File: src/rtl/instruction_fetch_pkg.sv
// Shared definitions for the fetch/decode slice: instruction field layout,
// the NOP encoding and the fetch FSM state encoding.
package instruction_fetch_pkg;

  localparam int OPCODE_MSB = 27;
  localparam int OPCODE_LSB = 24;
  localparam int DST_MSB    = 23;
  localparam int DST_LSB    = 16;
  localparam int SRC1_MSB   = 15;
  localparam int SRC1_LSB   = 8;
  localparam int SRC0_MSB   = 7;
  localparam int SRC0_LSB   = 0;

  // NOP is deliberately non-zero so a flushed slot is distinguishable
  // from a fetched all-zero word.
  localparam logic [3:0]  OP_NOP   = 4'hF;
  localparam logic [27:0] NOP_WORD = {OP_NOP, 24'd0};

  localparam int PERF_CNT_W = 16;

  typedef enum logic [1:0] {
    ST_RUN   = 2'd0,
    ST_STALL = 2'd1,
    ST_FLUSH = 2'd2
  } fetch_state_e;

  // Extract the opcode field of an instruction word.
  function automatic logic [3:0] insn_opcode(input logic [27:0] insn);
    return insn[OPCODE_MSB:OPCODE_LSB];
  endfunction

endpackage

File: src/rtl/instruction_fetch_perf_counter.sv
// Saturating event counter used for fetch/bubble statistics.
module fetch_perf_counter #(
  parameter int W = 16
) (
  input  logic         Clock,
  input  logic         Reset,
  input  logic         iInc,
  output logic [W-1:0] oCount
);

  logic [W-1:0] count_q, count_d;

  // Next count: increment on event, stick at all-ones.
  always_comb begin
    count_d = count_q;
    if (iInc && (count_q != {W{1'b1}})) begin
      count_d = count_q + W'(1);
    end
  end

  // Count register with synchronous clear.
  always_ff @(posedge Clock) begin
    if (Reset) begin
      count_q <= '0;
    end else begin
      count_q <= count_d;
    end
  end

  assign oCount = count_q;

endmodule

File: src/rtl/instruction_fetch.sv
// Instruction fetch stage: PC register, combinational ROM address, one
// instruction register toward the decoder, stall and branch-flush handling.
// Optional macro FETCH_PERF_COUNTERS_EN adds saturating fetch/bubble counters.
//
// state    | meaning
// ---------+-----------------------------------------------------------
// ST_RUN   | fetch word at PC into the IR, advance PC
// ST_STALL | downstream hold: PC and IR frozen
// ST_FLUSH | branch redirect: PC <= target, IR <= NOP, valid dropped
module instruction_fetch
  import instruction_fetch_pkg::*;
#(
  parameter int                ADDR_W   = 16,
  parameter int                INSN_W   = 28,
  parameter logic [ADDR_W-1:0] RESET_PC = ADDR_W'(0)
) (
  input  logic              Clock,
  input  logic              Reset,
  output logic [ADDR_W-1:0] oAddress,
  input  logic [INSN_W-1:0] iInstruction,
  input  logic              iStall,
  input  logic              iBranchTaken,
  input  logic [ADDR_W-1:0] iBranchTarget,
  output logic [INSN_W-1:0] oInstruction,
  output logic [ADDR_W-1:0] oPC,
  output logic              oValid
`ifdef FETCH_PERF_COUNTERS_EN
  ,
  output logic [PERF_CNT_W-1:0] oFetchCount,
  output logic [PERF_CNT_W-1:0] oBubbleCount
`endif
);

  fetch_state_e      state_q, state_d;
  logic [ADDR_W-1:0] pc_q, pc_d;
  logic [ADDR_W-1:0] opc_q, opc_d;
  logic [INSN_W-1:0] insn_q, insn_d;
  logic              valid_q, valid_d;

  // Select this cycle's action (branch beats stall) and the next PC/IR.
  always_comb begin
    state_d = state_q;
    pc_d    = pc_q;
    opc_d   = opc_q;
    insn_d  = insn_q;
    valid_d = valid_q;
    if (iBranchTaken) begin
      state_d = ST_FLUSH;
      pc_d    = iBranchTarget;
      insn_d  = INSN_W'(NOP_WORD);
      valid_d = 1'b0;
    end else if (iStall) begin
      state_d = ST_STALL;
    end else begin
      state_d = ST_RUN;
      pc_d    = pc_q + ADDR_W'(1);
      opc_d   = pc_q;
      insn_d  = iInstruction;
      valid_d = 1'b1;
    end
  end

  // Fetch state and output registers; reset discards any pending action.
  always_ff @(posedge Clock) begin
    if (Reset) begin
      state_q <= ST_RUN;
      pc_q    <= RESET_PC;
      opc_q   <= '0;
      insn_q  <= INSN_W'(NOP_WORD);
      valid_q <= 1'b0;
    end else begin
      state_q <= state_d;
      pc_q    <= pc_d;
      opc_q   <= opc_d;
      insn_q  <= insn_d;
      valid_q <= valid_d;
    end
  end

  assign oAddress     = pc_q;
  assign oInstruction = insn_q;
  assign oPC          = opc_q;
  assign oValid       = valid_q;

`ifdef FETCH_PERF_COUNTERS_EN
  logic run_evt;
  logic bubble_evt;

  // Counters follow the action being taken this cycle.
  assign run_evt    = (state_d == ST_RUN);
  assign bubble_evt = (state_d == ST_STALL) || (state_d == ST_FLUSH);

  fetch_perf_counter #(.W(PERF_CNT_W)) u_fetch_cnt (
    .Clock  (Clock),
    .Reset  (Reset),
    .iInc   (run_evt),
    .oCount (oFetchCount)
  );

  fetch_perf_counter #(.W(PERF_CNT_W)) u_bubble_cnt (
    .Clock  (Clock),
    .Reset  (Reset),
    .iInc   (bubble_evt),
    .oCount (oBubbleCount)
  );
`endif

endmodule

File: config.mk
export PLATFORM = sky130hd
export DESIGN_NAME = instruction_fetch
export DESIGN_NICKNAME = d
export VERILOG_FILES = /design/src/rtl/instruction_fetch_pkg.sv /design/src/rtl/instruction_fetch_perf_counter.sv /design/src/rtl/instruction_fetch.sv
export SDC_FILE = /design/constraint.sdc
export NUM_CORES = 1
export LEC_CHECK = 0
export ABC_AREA = 1
export BUFFER_PORTS_ARGS = -buffer_cell sky130_fd_sc_hd__buf_2
export CORE_MARGIN = 4
export CORE_UTILIZATION = 45
export CTS_CLUSTER_SIZE = 30
export DETAILED_ROUTE_END_ITERATION = 16
export GPL_TIMING_DRIVEN = 0
export PLACE_DENSITY_LB_ADDON = 0.08
export SETUP_SLACK_MARGIN = 0.15
export SYNTH_ARGS = -nofsm -noshare
export SYNTH_HDL_FRONTEND = slang
export SYNTH_SLANG_ARGS = --single-unit
File: constraint.sdc
create_clock -name Clock -period 3.1 [get_ports Clock]
set_input_delay 0.465 -clock Clock [delete_from_list [all_inputs] [get_ports Clock]]
set_output_delay 0.465 -clock Clock [all_outputs]
set_load 0.02 [all_outputs]
==> run summary <==
GR Util All Layers: 0.211
number of I/O port buffers: 107
WL final: 7510 µm
post-layout worst setup margin: 1.58 ns
post-route ant nets: 0
Setup crit end kind: primary output
Worst Path Required: 2.63 ns
CTS tree: yes
commonest cells after routing, fill and taps aside: 117 x buf_2, 111 x nand2_1, 61 x dfxtp_1, 38 x inv_1, 36 x nor2_1
Ys Warns: 0
# rows: 27
RSZ-0062 raised after global routing: no
Syn Area/Cell: 7.03 µm²
Final min period: 1.52 ns
first-pass GRT wire length: 12,200 µm
endpoints failing setup: 0
clock-pin slew on the worst setup and hold paths: 0.07 ns
gpl congestion: 0.910
critical path startpoint category: flop
CTS Hold Bufs: 0
CTS root buffer: clkbuf_8
Worst-Margin Slew: 0.519 ns
crit path max-delay cell type: dfxtp_1
Via density: 4.93
MaxCap Viol Count: 0
clock skew: 0.00695 ns
Leak: 1.78 nW
Worst-Skew Late Latency: 0.34 ns
power density cells: 515 nW/µm²
Tcrit/Tclk final: 0.489
pre-CTS setup slack: 1.52 ns
final antenna diode count: 0
Initial DRC Count: 186
Syn Inst Count: 379
Yosys top cell by area: dfxtp_1
synth-to-layout area growth: 30.6%
r2r setup slk: 1.59 ns
WS Path Type: reg -> out
placed inst area: 3290 µm²
hpwl dp: 5530 µm
Post-CTS Repair Setup Buffers: 0
WL per Instance: 13.1 µm
CP delay by family, top: flip-flops
fin cells: 573
Netlist Area Pre-Place: 2660 µm²
Starting Density: 0.475
Nets: 546
critical-path cell list: buf_2
syn nets: 428
status: complete, no violations
pin count of the biggest net entering global routing: 11
Fill cells: 558
crit path buf inv count: 1
Slew Limit Fails: 0
post-route design area: 3480 µm²
slew margin rel.: 0.654
core area: 5610 µm²
FMAX: 659 MHz
worst-case clock buffer depth: 2
Unique masters post-synth: 25
peak supply drop: 0.000303 V
Die W: 84.9 µm
Hold Violations, Final: 0
# resized after CTS: 0
overall via count from detail_route: 2,826
H-tree depth: 3
clock sinks: 61
gr ovfl total: 0
Tightest Hold Check Type: in -> reg
worst-path fanout max: 7
Worst path max stage delay: 0.49 ns
vias in the first global route: 2,555
Chip Height: 84.9 µm
die area: 7210 µm²
Worst Path Arrival: 1.05 ns
synth top area cells: dfxtp_1 46%, nand2_1 16%, a21oi_1 5.8%, inv_1 5.4%, nand3_1 5.3%
DRC: 0
Yosys reg bits: 61
CTS buffer count: 9
worst hold margin: 0.323 ns
area taken by multi-input logic gates: 1190 µm²
flip-flop and latch area: 1220 µm²
initial antenna violation count: 0
commonest non-fill, non-tap cell in the layout: buf_2
layout cell share with drive strength beyond 1: 0.295
IO Pins: 109
TritonRoute pass-1 iters: 5
area fraction of the dominant cell type after synthesis: 0.459
Seq/Total Area, Yosys: 0.459
Cells after DPL: 558
setup_tns: 0 ns
path summary, 6_finish.rpt:
path                                        from                to  depth (start not counted)
worst max register to register       oAddress[1]      oAddress[10]                          9
worst max-delay path                 oAddress[7]       oAddress[7]                          1
worst min register to register            oPC[4]            oPC[4]                          2
worst min-delay path            iInstruction[26]  oInstruction[26]                          3
kinds of logic (layout without fill, tap and decap cells):
family / count (synthesis) / in the layout / synth area share
buffers and inverters: 60 / 182 / 0.0949
adder cells (fa/ha/maj): 1 / 1 / 0.00470
AND/OR/NAND/NOR: 195 / 195 / 0.316
AO/OA/AOI/OAI: 61 / 61 / 0.122
XOR/XNOR: 1 / 1 / 0.00329
flip-flops: 61 / 61 / 0.459
registers in the layout, summed over array words and instances, names as in the netlist:
name	count
oInstruction	28
oValid	1
oAddress	16
oPC	16
where the power goes:
| part | internal [mW] | total (mW) | switching [mW] |
|---|---|---|---|
| Combinational | 0.0891 | 0.248 | 0.159 |
| Sequential | 0.821 | 0.849 | 0.0287 |
| Clock | 0.387 | 0.694 | 0.307 |
metal layers:
metal | global-route usage | part of all wire
met1 | 0.292 | 0.45
met2 | 0.310 | 0.45
met3 | 0.0583 | 0.086
met4 | 0.0863 | 0.014
met5 | 0 | 0
stage by stage:
step	utilization	power, mW
global route	0.620	1.88
floorplan	-	1.01
finish	0.620	1.79
global placement	0.586	1.11
CTS	0.620	1.81
detailed placement	0.586	1.11
layout make-up:
| class | instances | share of cell area |
|---|---|---|
| Buffer | 18 | 0.0273 |
| Clock inverter | 4 | 0.0140 |
| Tap cell | 72 | 0.0259 |
| Clock buffer | 11 | 0.0406 |
| Sequential cell | 61 | 0.351 |
| Multi-Input combinational cell | 258 | 0.342 |
| Timing Repair Buffer | 107 | 0.154 |
| Inverter | 42 | 0.0453 |
cell usage after synthesis (all sizes together):
master and instances:
ha 1, nand4 4, nand3b 1, nand2 114
nor2 43, buf 14, xor2 1, dfxtp 61
a21oi 31, o21ai 22, o211ai 3, inv 42
a211oi 5, clkbuf 4, nand3 28, nor3 5
(Power assumes the default switching activity.)
